--- config.mk ---
export PLATFORM = sky130hd
export DESIGN_NAME = led_matrix_scanner
export DESIGN_NICKNAME = d
export VERILOG_FILES = /design/src/rtl/led_matrix_scanner.sv
export SDC_FILE = /design/constraint.sdc
export NUM_CORES = 1
export LEC_CHECK = 0
export CORE_MARGIN = 2
export CORE_UTILIZATION = 40
export DETAILED_ROUTE_END_ITERATION = 10
export PLACE_DENSITY = 0.68
export REMOVE_ABC_BUFFERS = 1
export SYNTH_ARGS = -nofsm -noshare
export SYNTH_HDL_FRONTEND = slang
export SYNTH_SLANG_ARGS = --single-unit
export TNS_END_PERCENT = 30
--- constraint.sdc ---
create_clock -name clock -period 2.4 [get_ports clock]
set_input_delay 0.36 -clock clock [delete_from_list [all_inputs] [get_ports clock]]
set_output_delay 0.36 -clock clock [all_outputs]
set_load 0.05 [all_outputs]
--- src/rtl/led_matrix_scanner.sv ---
// led_matrix_scanner: scans a 16x16 red/green frame out one row at a time.
// Each frame starts with a SNAP that copies both matrices into local
// snapshots. Every row then gets BLANK all-off cycles followed by DWELL
// driven cycles. All outputs are registered.
//
// Optional feature macro: DIM_EN adds a 3-bit brightness input. It is sampled
// at SNAP and limits how many of the DWELL cycles carry column data.
//
// Timing model: the state register names the action taken at the next clock
// edge. The outputs produced by that action appear in the cycle after the
// edge. So the SNAP edge is the first posedge after reset is released, and
// frame_start is high in the cycle that follows it.
//
// state    | meaning
// ---------+---------------------------------------------------------------
// ST_SNAP  | capture red/green (and brightness) snapshots, pulse frame_start
// ST_BLANK | BLANK cycles of all-off outputs before the current row
// ST_DRIVE | DWELL cycles driving row_q with its snapshot column data
module led_matrix_scanner #(
  parameter int DWELL = 1024,
  parameter int BLANK = 16
) (
  input  logic              clock,
  input  logic              reset,
`ifdef DIM_EN
  input  logic [2:0]        brightness,
`endif
  input  logic [15:0][15:0] red,
  input  logic [15:0][15:0] green,
  output logic [15:0]       row_drive,
  output logic [15:0]       red_cols,
  output logic [15:0]       green_cols,
  output logic              frame_start
);

  localparam int CMAX = (DWELL > BLANK) ? DWELL : BLANK;
  localparam int CW   = $clog2(CMAX + 1);
  localparam logic [CW-1:0] DWELL_LD = CW'(DWELL - 1);
  localparam logic [CW-1:0] BLANK_LD = CW'((BLANK > 0) ? BLANK - 1 : 0);

  typedef enum logic [1:0] {
    ST_SNAP  = 2'd0,
    ST_BLANK = 2'd1,
    ST_DRIVE = 2'd2
  } state_t;

  state_t           state_q, state_d;
  logic [CW-1:0]    cnt_q, cnt_d;
  logic [3:0]       row_q, row_d;
  logic [15:0][15:0] snap_red_q, snap_green_q;
  logic [15:0]      row_drive_d, red_cols_d, green_cols_d;
  logic             frame_start_d;
  logic             col_on;

`ifdef DIM_EN
  logic [2:0]       bright_q;
  logic [31:0]      dwell_idx;
  logic [31:0]      dwell_lim;

  // Column gating: data is on only while dwell index k < floor((b+1)*DWELL/8).
  always_comb begin
    dwell_idx = 32'(DWELL - 1) - 32'(cnt_q);
    dwell_lim = ((32'(bright_q) + 32'd1) * 32'(DWELL)) >> 3;
    col_on    = (dwell_idx < dwell_lim);
  end

  // Brightness is frozen for the whole frame, like the pixel data.
  always_ff @(posedge clock or negedge reset) begin
    if (!reset) begin
      bright_q <= 3'd0;
    end else if (state_q == ST_SNAP) begin
      bright_q <= brightness;
    end
  end
`else
  assign col_on = 1'b1;
`endif

  // State, dwell/blank down-counter and row index registers.
  always_ff @(posedge clock or negedge reset) begin
    if (!reset) begin
      state_q <= ST_SNAP;
      cnt_q   <= '0;
      row_q   <= 4'd0;
    end else begin
      state_q <= state_d;
      cnt_q   <= cnt_d;
      row_q   <= row_d;
    end
  end

  // Next-state logic; the counter reloads on every state entry and ends at 0.
  always_comb begin
    state_d = state_q;
    cnt_d   = cnt_q;
    row_d   = row_q;
    case (state_q)
      ST_SNAP: begin
        row_d = 4'd0;
        if (BLANK == 0) begin
          state_d = ST_DRIVE;
          cnt_d   = DWELL_LD;
        end else begin
          state_d = ST_BLANK;
          cnt_d   = BLANK_LD;
        end
      end
      ST_BLANK: begin
        if (cnt_q == '0) begin
          state_d = ST_DRIVE;
          cnt_d   = DWELL_LD;
        end else begin
          cnt_d = cnt_q - CW'(1);
        end
      end
      ST_DRIVE: begin
        if (cnt_q == '0) begin
          if (row_q == 4'hF) begin
            state_d = ST_SNAP;
            row_d   = 4'd0;
            cnt_d   = '0;
          end else begin
            row_d = row_q + 4'd1;
            if (BLANK == 0) begin
              state_d = ST_DRIVE;
              cnt_d   = DWELL_LD;
            end else begin
              state_d = ST_BLANK;
              cnt_d   = BLANK_LD;
            end
          end
        end else begin
          cnt_d = cnt_q - CW'(1);
        end
      end
      default: begin
        state_d = ST_SNAP;
        row_d   = 4'd0;
        cnt_d   = '0;
      end
    endcase
  end

  // Output decode for the action taken at this edge; everything is 0 outside DRIVE.
  always_comb begin
    row_drive_d   = 16'h0000;
    red_cols_d    = 16'h0000;
    green_cols_d  = 16'h0000;
    frame_start_d = 1'b0;
    if (state_q == ST_SNAP) begin
      frame_start_d = 1'b1;
    end else if (state_q == ST_DRIVE) begin
      row_drive_d = 16'h0001 << row_q;
      if (col_on) begin
        red_cols_d   = snap_red_q[row_q];
        green_cols_d = snap_green_q[row_q];
      end
    end
  end

  // Frame snapshots: only updated at SNAP so mid-frame writes cannot tear.
  always_ff @(posedge clock or negedge reset) begin
    if (!reset) begin
      snap_red_q   <= '0;
      snap_green_q <= '0;
    end else if (state_q == ST_SNAP) begin
      snap_red_q   <= red;
      snap_green_q <= green;
    end
  end

  // Registered outputs.
  always_ff @(posedge clock or negedge reset) begin
    if (!reset) begin
      row_drive   <= 16'h0000;
      red_cols    <= 16'h0000;
      green_cols  <= 16'h0000;
      frame_start <= 1'b0;
    end else begin
      row_drive   <= row_drive_d;
      red_cols    <= red_cols_d;
      green_cols  <= green_cols_d;
      frame_start <= frame_start_d;
    end
  end

endmodule

==> results of run 1 <==
[through the flow]
stage / utilization, % / instances
finish: 54.5 / 4282
global route: 54.5 / 4282
CTS: 54.5 / 4282
detailed placement: 51.0 / 4159
global placement: 51.0 / 4159
floorplan: - / 2658
[cell usage after synthesis (5+ instances only)]
cell type  number  share of area (%)
a311oi_1       20               0.68
clkbuf_1       27               0.39
a22oi_1        64                1.9
buf_4          16               0.46
nand3_1        21               0.41
o2111ai_1      19               0.64
xnor2_1         5               0.17
nor2_1         13               0.19
ha_1            8               0.39
buf_6           8               0.35
dfrtp_1       578                 56
o21ai_0        16               0.31
a21oi_1        24               0.46
buf_2         128                2.5
mux2i_1       166                6.4
nand2_1      1612                 23
mux4_2         46                4.0
and3_1         16               0.39
[path summary, 6_finish.rpt]
kind / from / endpoint / slack (ns)
worst max-delay path: green_cols[0] / green_cols[0] / 0.18
worst min-delay path: reset / snap_red_q[108] / 0.28
worst max register to register: row_q[0] / green_cols[7] / 0.40
worst min register to register: snap_green_q[118] / snap_green_q[118] / 0.47
max in group asynchronous: reset / snap_green_q[99] / 1.32
min in group clock: red[169] / snap_red_q[169] / 0.28
[layout by cell type, fill, tap and decap left out, types with 3 or more instances in the layout]
cell | synthesis | layout
o2111ai_1 | 19 | 19
nand2b_1 | 4 | 4
inv_1 | 3 | 3
dfrtp_1 | 578 | 575
xnor2_1 | 5 | 5
a22oi_1 | 64 | 64
nand2_1 | 1612 | 1612
a21oi_1 | 24 | 24
clkbuf_1 | 27 | 14
clkbuf_16 | 0 | 67
bufinv_16 | 0 | 3
a311oi_1 | 20 | 20
buf_4 | 16 | 54
inv_6 | 0 | 4
clkbuf_8 | 0 | 15
clkdlybuf4s50_1 | 0 | 561
nor2_1 | 13 | 13
clkinv_2 | 0 | 12
nor3_1 | 4 | 4
mux2i_1 | 166 | 166
nand3_1 | 21 | 21
o21ai_0 | 16 | 16
and3_1 | 16 | 16
mux4_2 | 46 | 46
ha_1 | 8 | 8
buf_12 | 0 | 30
[metal layers]
layer / vias up / wire (µm) / GRT usage [%]
li1: 10200 / - / -
met1: 10300 / 33900 / 31.3
met2: 626 / 39000 / 39.3
met3: 140 / 4480 / 4.31
met4: 4 / 2310 / 8.00
met5: - / 32 / 0
[registers in the layout, summed over array words and instances, names as in the netlist]
register	flops
snap_red_q	256
frame_start	1
cnt_q	11
snap_green_q	256
state_q	2
green_cols	16
row_drive	16
red_cols	16
row_q	4
[cell type report]
| type | instances | area (µm²) |
|---|---|---|
| fillers | 5766 | 29300 |
| well taps | 855 | 1070 |
| inverters | 6 | 30.0 |
| clock buffers | 96 | 1940 |
| flip-flops and latches | 578 | 14500 |
| repair buffers | 647 | 6650 |
| multi-input cells | 2074 | 10500 |
| clock inverters | 26 | 299 |
[report_power, final]
part           internal [mW]  total (mW)  switching [mW]
Clock                   6.03        10.3            4.24
Combinational           1.12        1.91           0.792
Sequential              10.2        10.5           0.278
[cells by family (layout without fill, tap and decap cells)]
family | Yosys count | in the layout
and+or+nand+nor | 1695 | 1695
DFF | 578 | 578
muxes | 212 | 212
buffers and inverters | 185 | 775
AOI/OAI and AO/OA | 153 | 153
adders and majority gates | 8 | 8
xor gates and xnor gates | 6 | 6
[what timing repair did]
item,CTS,global route
hold endpoints to repair,29,0
hold buffers,1,0
endpoints found under the setup margin,0,0
==> metrics.md, run 1 <==
| Metric | Value |
|---|---|
| Post-DRT Antenna Nets | 0 |
| YS warnings | 0 |
| Post-Synth Simple-Gate Area | around 25% |
| Final hold viol count | 0 |
| Cell area after synthesis | around 26000 µm² |
| Core area | 64200 µm² |
| Worst IR Drop VDD | 0.397 mV |
| CP arrival | 1.86 ns |
| Clock latency at the later pin of the worst-skew pair | 0.61 ns |
| Slew @ Worst Pin | about 0.63 ns |
| Clk buf depth | 3 |
| Power per cell area | between 600 and 700 nW/µm² |
| Initial DRC count | 1794 |
| Pre-antenna DRT Iters | 5 |
| Slew Viols, Final | 0 |
| Slew headroom | between 50% and 60% |
| Via count | 21300 |
| Number of port buffers | approximately 560 |
| TNS Setup | 0 ns |
| Clk sinks | 578 |
| DP HPWL | 56500 µm |
| Count of different cell masters after synthesis | between 40 and 50 |
| Critical Path Source Type | flop |
| CP Depth | 1 |
| Cell Chain, Critical Path | clkdlybuf4s50_1 |
| EDFF count, synth | 0 |
| FP Rows | 93 |
| Min-delay worst type | primary input to asynchronous set/reset pin |
| Die height | 259 µm |
| Ratio of cells with drive above 1 in the final layout | ~7.6% |
| Num CTS Buffers | 67 |
| Root buf cell | clkbuf_16 |
| Diode count | 0 |
| Die area | 66900 µm² |
| Post-Synthesis Cells | 2837 |
| Main combinational cell family by area after synthesis | simple AND/OR/NAND/NOR gates |
| Critical-path top delay cell | clkdlybuf4s50_1 |
| Synth Flop Type | dfrtp_1 |
| Largest net degree at the start of global routing | 109 |
| Total track usage | a little under a quarter |
| Mux share of post-synthesis cell area | 10.4% |
| Static leakage | 16.1 nW |
| Ys async rst share | between 90% and 100% |
| PnR worst setup slack | 0.175 ns |
| Hold slack | 0.281 ns |
| Buffers and inverters on the worst path | 1 |
| Number of cells on the worst reg-to-reg path | 4 |
| First-pass GRT wire length | around 120000 µm |
| H-Tree Depth | 3 |
| Placement Setup Slack | approximately 0.4 ns |
| Crit. End Element | output port |
| Avg Cell Area, Syn | 9.14 µm² |
| DRC errors left | 0 |
| CP Max Fanout | 1 |
| CP Class | flop to output port |
| Area share of xor/xnor cells in the synthesized design | 0.203% |
| Total power | 22.7 mW |
| Final nets | approximately 4000 |
| Vias in the first global route | 21600 |
| Compound-cell area share of the yosys netlist | 4.25% |
| Routability cong. | between 0.8 and 0.9 |
| Top delay family on crit path | buffers and inverters |
| Final Critical Period | around 2.2 ns |
| Run status | finished clean |
| Critical path required time | about 2.0 ns |
| CP max stage delay | 0.84 ns |
| Die Wd | 259 µm |
| Max-cap violations | 0 |
| Drt total wl | 79700 µm |
| Yosys reg bits | roughly 580 |
| Setup Fix Bufs, Post-CTS | 0 |
| Initial Util | 40.4% |
| GRT overflow | 0 |
| Vias/cell | approximately 5 |
| Clock slew at reported path FFs | 0.06 ns |
| Placed Area | between 30000 and 40000 µm² |
| Resized cells post-CTS | 0 |
| Layout area overhead | 34.9% |
| Post-Synth Adder-Cell Area | 0.386% |
| Design area | 35000 µm² |
| Fin crit share | 92.7% |
| Seq/Total Area, Yosys | 55.8% |
| F_max | between 400 and 500 MHz |
| RSZ-0062 raised after global routing | false |
| Setup violators final | 0 |
| TritonCTS clock tree | yes |
| Setup clock skew after layout | ~0.03 ns |
| Avg WL per Cell | 18.6 µm |
| IO Pins | roughly 560 |
| Initial antenna violation count | 2 |
Note: power is estimated with default switching activity, not from simulation.
==> run 2: changes to the inputs <==
--- a/config.mk
+++ b/config.mk
@@ -5,6 +5,7 @@
 export SDC_FILE = /design/constraint.sdc
 export NUM_CORES = 1
 export LEC_CHECK = 0
+export ABC_AREA = 1
 export CORE_MARGIN = 2
 export CORE_UTILIZATION = 40
 export DETAILED_ROUTE_END_ITERATION = 10
==> metrics.md, run 2 <==
| Metric | Value |
|---|---|
| Vias in the first global route | 22700 |
| Critical path required time | 2.04 ns |
| Num CTS Buffers | 61 |
| First-pass GRT wire length | 124000 µm |
| Commonest cells post-synth | 1141 x nand2_1, 578 x dfrtp_1, 450 x o21ai_0, 380 x inv_1, 313 x nand3_1 |
| Placed Area | 32900 µm² |
| Design area | around 35000 µm² |
| CP arrival | 1.85 ns |
| Min-delay worst type | primary input to flop |
| Seq/Total Area, Yosys | 54.6% |
| Yosys top cell area share | between 50% and 60% |
| CP max stage delay | about 0.88 ns |
| Dominant cell type by area after synthesis | dfrtp_1 |
| FILL cells | approximately 6100 |
| Count of different cell masters after synthesis | 27 |
| Final nets | 4317 |
| EDFF count, synth | 0 |
| Reg-to-reg startpoint | state_q[1] |
| Fin crit share | about 90% |
| Internal | 17.2 mW |
| Largest regs | snap_green_q x256, snap_red_q x256 |
| Total track usage | 23.0% |
| Flop pwr share | 46.8% |
| Max-cap violations | 0 |
| Crit. End Element | output port |
| Min-delay src | red[10] |
| Slew Viols, Final | 0 |
| Final Critical Period | 2.21 ns |
| Cell area after synthesis | 26500 µm² |
| CP Class | flop to output port |
| Critical Path Source Type | flop |
| Critical-path top delay cell | clkdlybuf4s50_1 |
| Commonest non-fill, non-tap cell in the layout | nand2_1 |
| Run status | finished clean |
| Final hold viol count | 0 |
| Ys async rst share | 100% |
| Via count | 23300 |
| Die Wd | 261 µm |
| Worst IR Drop VDD | 0.660 mV |
| YS warnings | 0 |
| GRT overflow | 0 |
| Power per cell area | roughly 630 nW/µm² |
| FF-to-FF setup slack | 0.46 ns |
| Root buf cell | clkbuf_16 |
| DRC errors left | 0 |
| Initial DRC count | 1903 |
| Die height | around 260 µm |
| Clk sinks | 578 |
| Vias/cell | approximately 5 |
| H-Tree Depth | 2 |
| Setup violators final | 0 |
| Slew @ Worst Pin | ~0.69 ns |
| Routability cong. | between 0.8 and 0.9 |
| Initial Util | 40.4% |
| Clk buf depth | 3 |
| Setup Fix Bufs, Post-CTS | 0 |
| Reg2reg end | row_drive[15] |
| Ratio of cells with drive above 1 in the final layout | 4.86% |
| Buffers and inverters on the worst path | 1 |
| Avg Cell Area, Syn | 7.95 µm² |
| P_sw | between 5 and 6 mW |
| Number of cells on the worst reg-to-reg path | 7 |
| Avg WL per Cell | 17.0 µm |
| Core area | roughly 66000 µm² |
| Drt total wl | 80100 µm |
| F_max | 452 MHz |
| Setup clock skew after layout | 0.0119 ns |
| Slew headroom | 54.2% |
| Top delay family on crit path | buffers and inverters |
| CP Max Fanout | 1 |
| Largest net degree at the start of global routing | 137 |
| Dominant cells by area after synthesis | dfrtp_1 55%, nand2_1 16%, o21ai_0 8.5% |
| DP HPWL | 54000 µm |
| Post-Synthesis Cells | 3332 |
| Die area | 68300 µm² |
| Clock slew at reported path FFs | ~0.060 ns |
| TritonCTS clock tree | yes |
| Initial antenna violation count | 3 |
| RSZ-0062 raised after global routing | false |
| Static leakage | 16.0 nW |
| Synth Flop Type | dfrtp_1 |
| Switching Share | 22.7% |
| Clock latency at the later pin of the worst-skew pair | 0.61 ns |
| Number of port buffers | 562 |
| Worst Hold End | snap_red_q[10] |
| Resized cells post-CTS | 0 |
| Most frequent cells in the layout | 1141 x nand2_1, 575 x dfrtp_1, 561 x clkdlybuf4s50_1, 450 x o21ai_0, 379 x inv_1 |
| Pre-antenna DRT Iters | 6 |
| Clock power share | 44.5% |
| FP Rows | 94 |
| Cell Chain, Critical Path | clkdlybuf4s50_1 |
| Core Util, Final | about 53% |
| Layout area overhead | 32.3% |
| Yosys reg bits | 578 |
| IO Pins | 563 |
| Combinational Power Share | ~8.7% |
| Top-count cell post-synth | nand2_1 |
| Post-DRT Antenna Nets | 0 |
| Hold depth | 3 |
[run 2: cell types whose count changed in the layout (fill, tap and decap cells not counted), moves of 19 or more]
cell / delta
inv_1: +376
a21oi_1: +88
o2111ai_1: -19
buf_4: -19
a311oi_1: -20
o211ai_1: +57
nand2_1: -471
a22oi_1: -64
mux4_2: -46
mux2i_1: -166
nand3_1: +292
o21ai_0: +434
nor2_1: +19
[run 2: logic make-up (layout without fill, tap and decap cells)]
| kind of cell | Yosys count | count (layout) | share of synthesized area [%] |
|---|---|---|---|
| AO/OA/AOI/OAI | 631 | 631 | 12.5 |
| buffers and inverters | 609 | 1124 | 9.48 |
| AND/OR/NAND/NOR | 1500 | 1500 | 22.9 |
| XOR/XNOR | 6 | 6 | 0.198 |
| adder cells (fa/ha/maj) | 8 | 8 | 0.378 |
| other | 0 | 3 | 0 |
| flip-flops | 578 | 578 | 54.6 |
[run 2: metal layers]
layer  share of wire (%)  GRT usage, %  vias up  routed length, µm
met3                 5.9          2.93      127               4710
met1                  45          32.3    11000              35700
met4                 3.1          8.35        4               2450
met2                  47          36.8      729              37300
li1                    -             -    11400                  -
met5               0.030             0        -                 24
[run 2: repair_timing]
action,in CTS,in global routing
setup endpoints to repair,0,0
hold buffers,1,0
hold endpoints to repair,40,0
[run 2: layout make-up]
type	instances	area [µm²]	share of cell area [%]
Sequential cell	578	14500	41.3
Multi-Input combinational cell	2145	9530	27.2
Timing Repair Buffer	622	6380	18.2
Clock buffer	92	1870	5.32
Inverter	387	1460	4.16
Tap cell	864	1080	3.08
Clock inverter	23	262	0.746
Antenna cell	3	7.51	0.0214
[run 2: through the flow]
step | TNS (ns) | total power [mW] | setup WS (ns) | hold WS, ns | cells
final | 0 | 22.2 | 0.187 | 0.282 | 4714
after global placement | 0 | 12.5 | 0.572 | 0.377 | 4595
after detailed placement | 0 | 12.5 | 0.524 | 0.383 | 4595
after global routing | 0 | 23.0 | 0.127 | 0.257 | 4712
after floorplan | -4874.05 | 11.1 | -13.77 | 0.0644 | 3110
after CTS | 0 | 22.4 | 0.144 | 0.239 | 4711
[run 2: worst max-delay path by stage]
| stage | start | to | cells past startpoint |
|---|---|---|---|
| after detailed placement | state_q[0] | row_drive[1] | 6 |
| after CTS | red_cols[15] | red_cols[15] | 1 |
| after global placement | row_q[0] | red_cols[12] | 7 |
| final | red_cols[15] | red_cols[15] | 1 |
| after global routing | red_cols[15] | red_cols[15] | 1 |
| after floorplan | state_q[0] | cnt_q[0] | 3 |
[run 2: power groups by stage]
stage / Combinational [mW] / Sequential (mW) / Clock [mW]
after floorplan: 0.494 / 10.6 / 0
after global placement: 1.93 / 10.5 / 0
after detailed placement: 1.95 / 10.5 / 0
after CTS: 1.97 / 10.4 / 10.1
after global routing: 2.15 / 10.4 / 10.4
final: 1.94 / 10.4 / 9.87
==> run 3: changes to the inputs <==
--- a/config.mk
+++ b/config.mk
@@ -9,6 +9,7 @@
 export CORE_MARGIN = 2
 export CORE_UTILIZATION = 40
 export DETAILED_ROUTE_END_ITERATION = 10
+export GPL_ROUTABILITY_DRIVEN = 0
 export PLACE_DENSITY = 0.68
 export REMOVE_ABC_BUFFERS = 1
 export SYNTH_ARGS = -nofsm -noshare
==> results of run 3 <==
Final layout, timing and power as in run 2 (identical DEF).
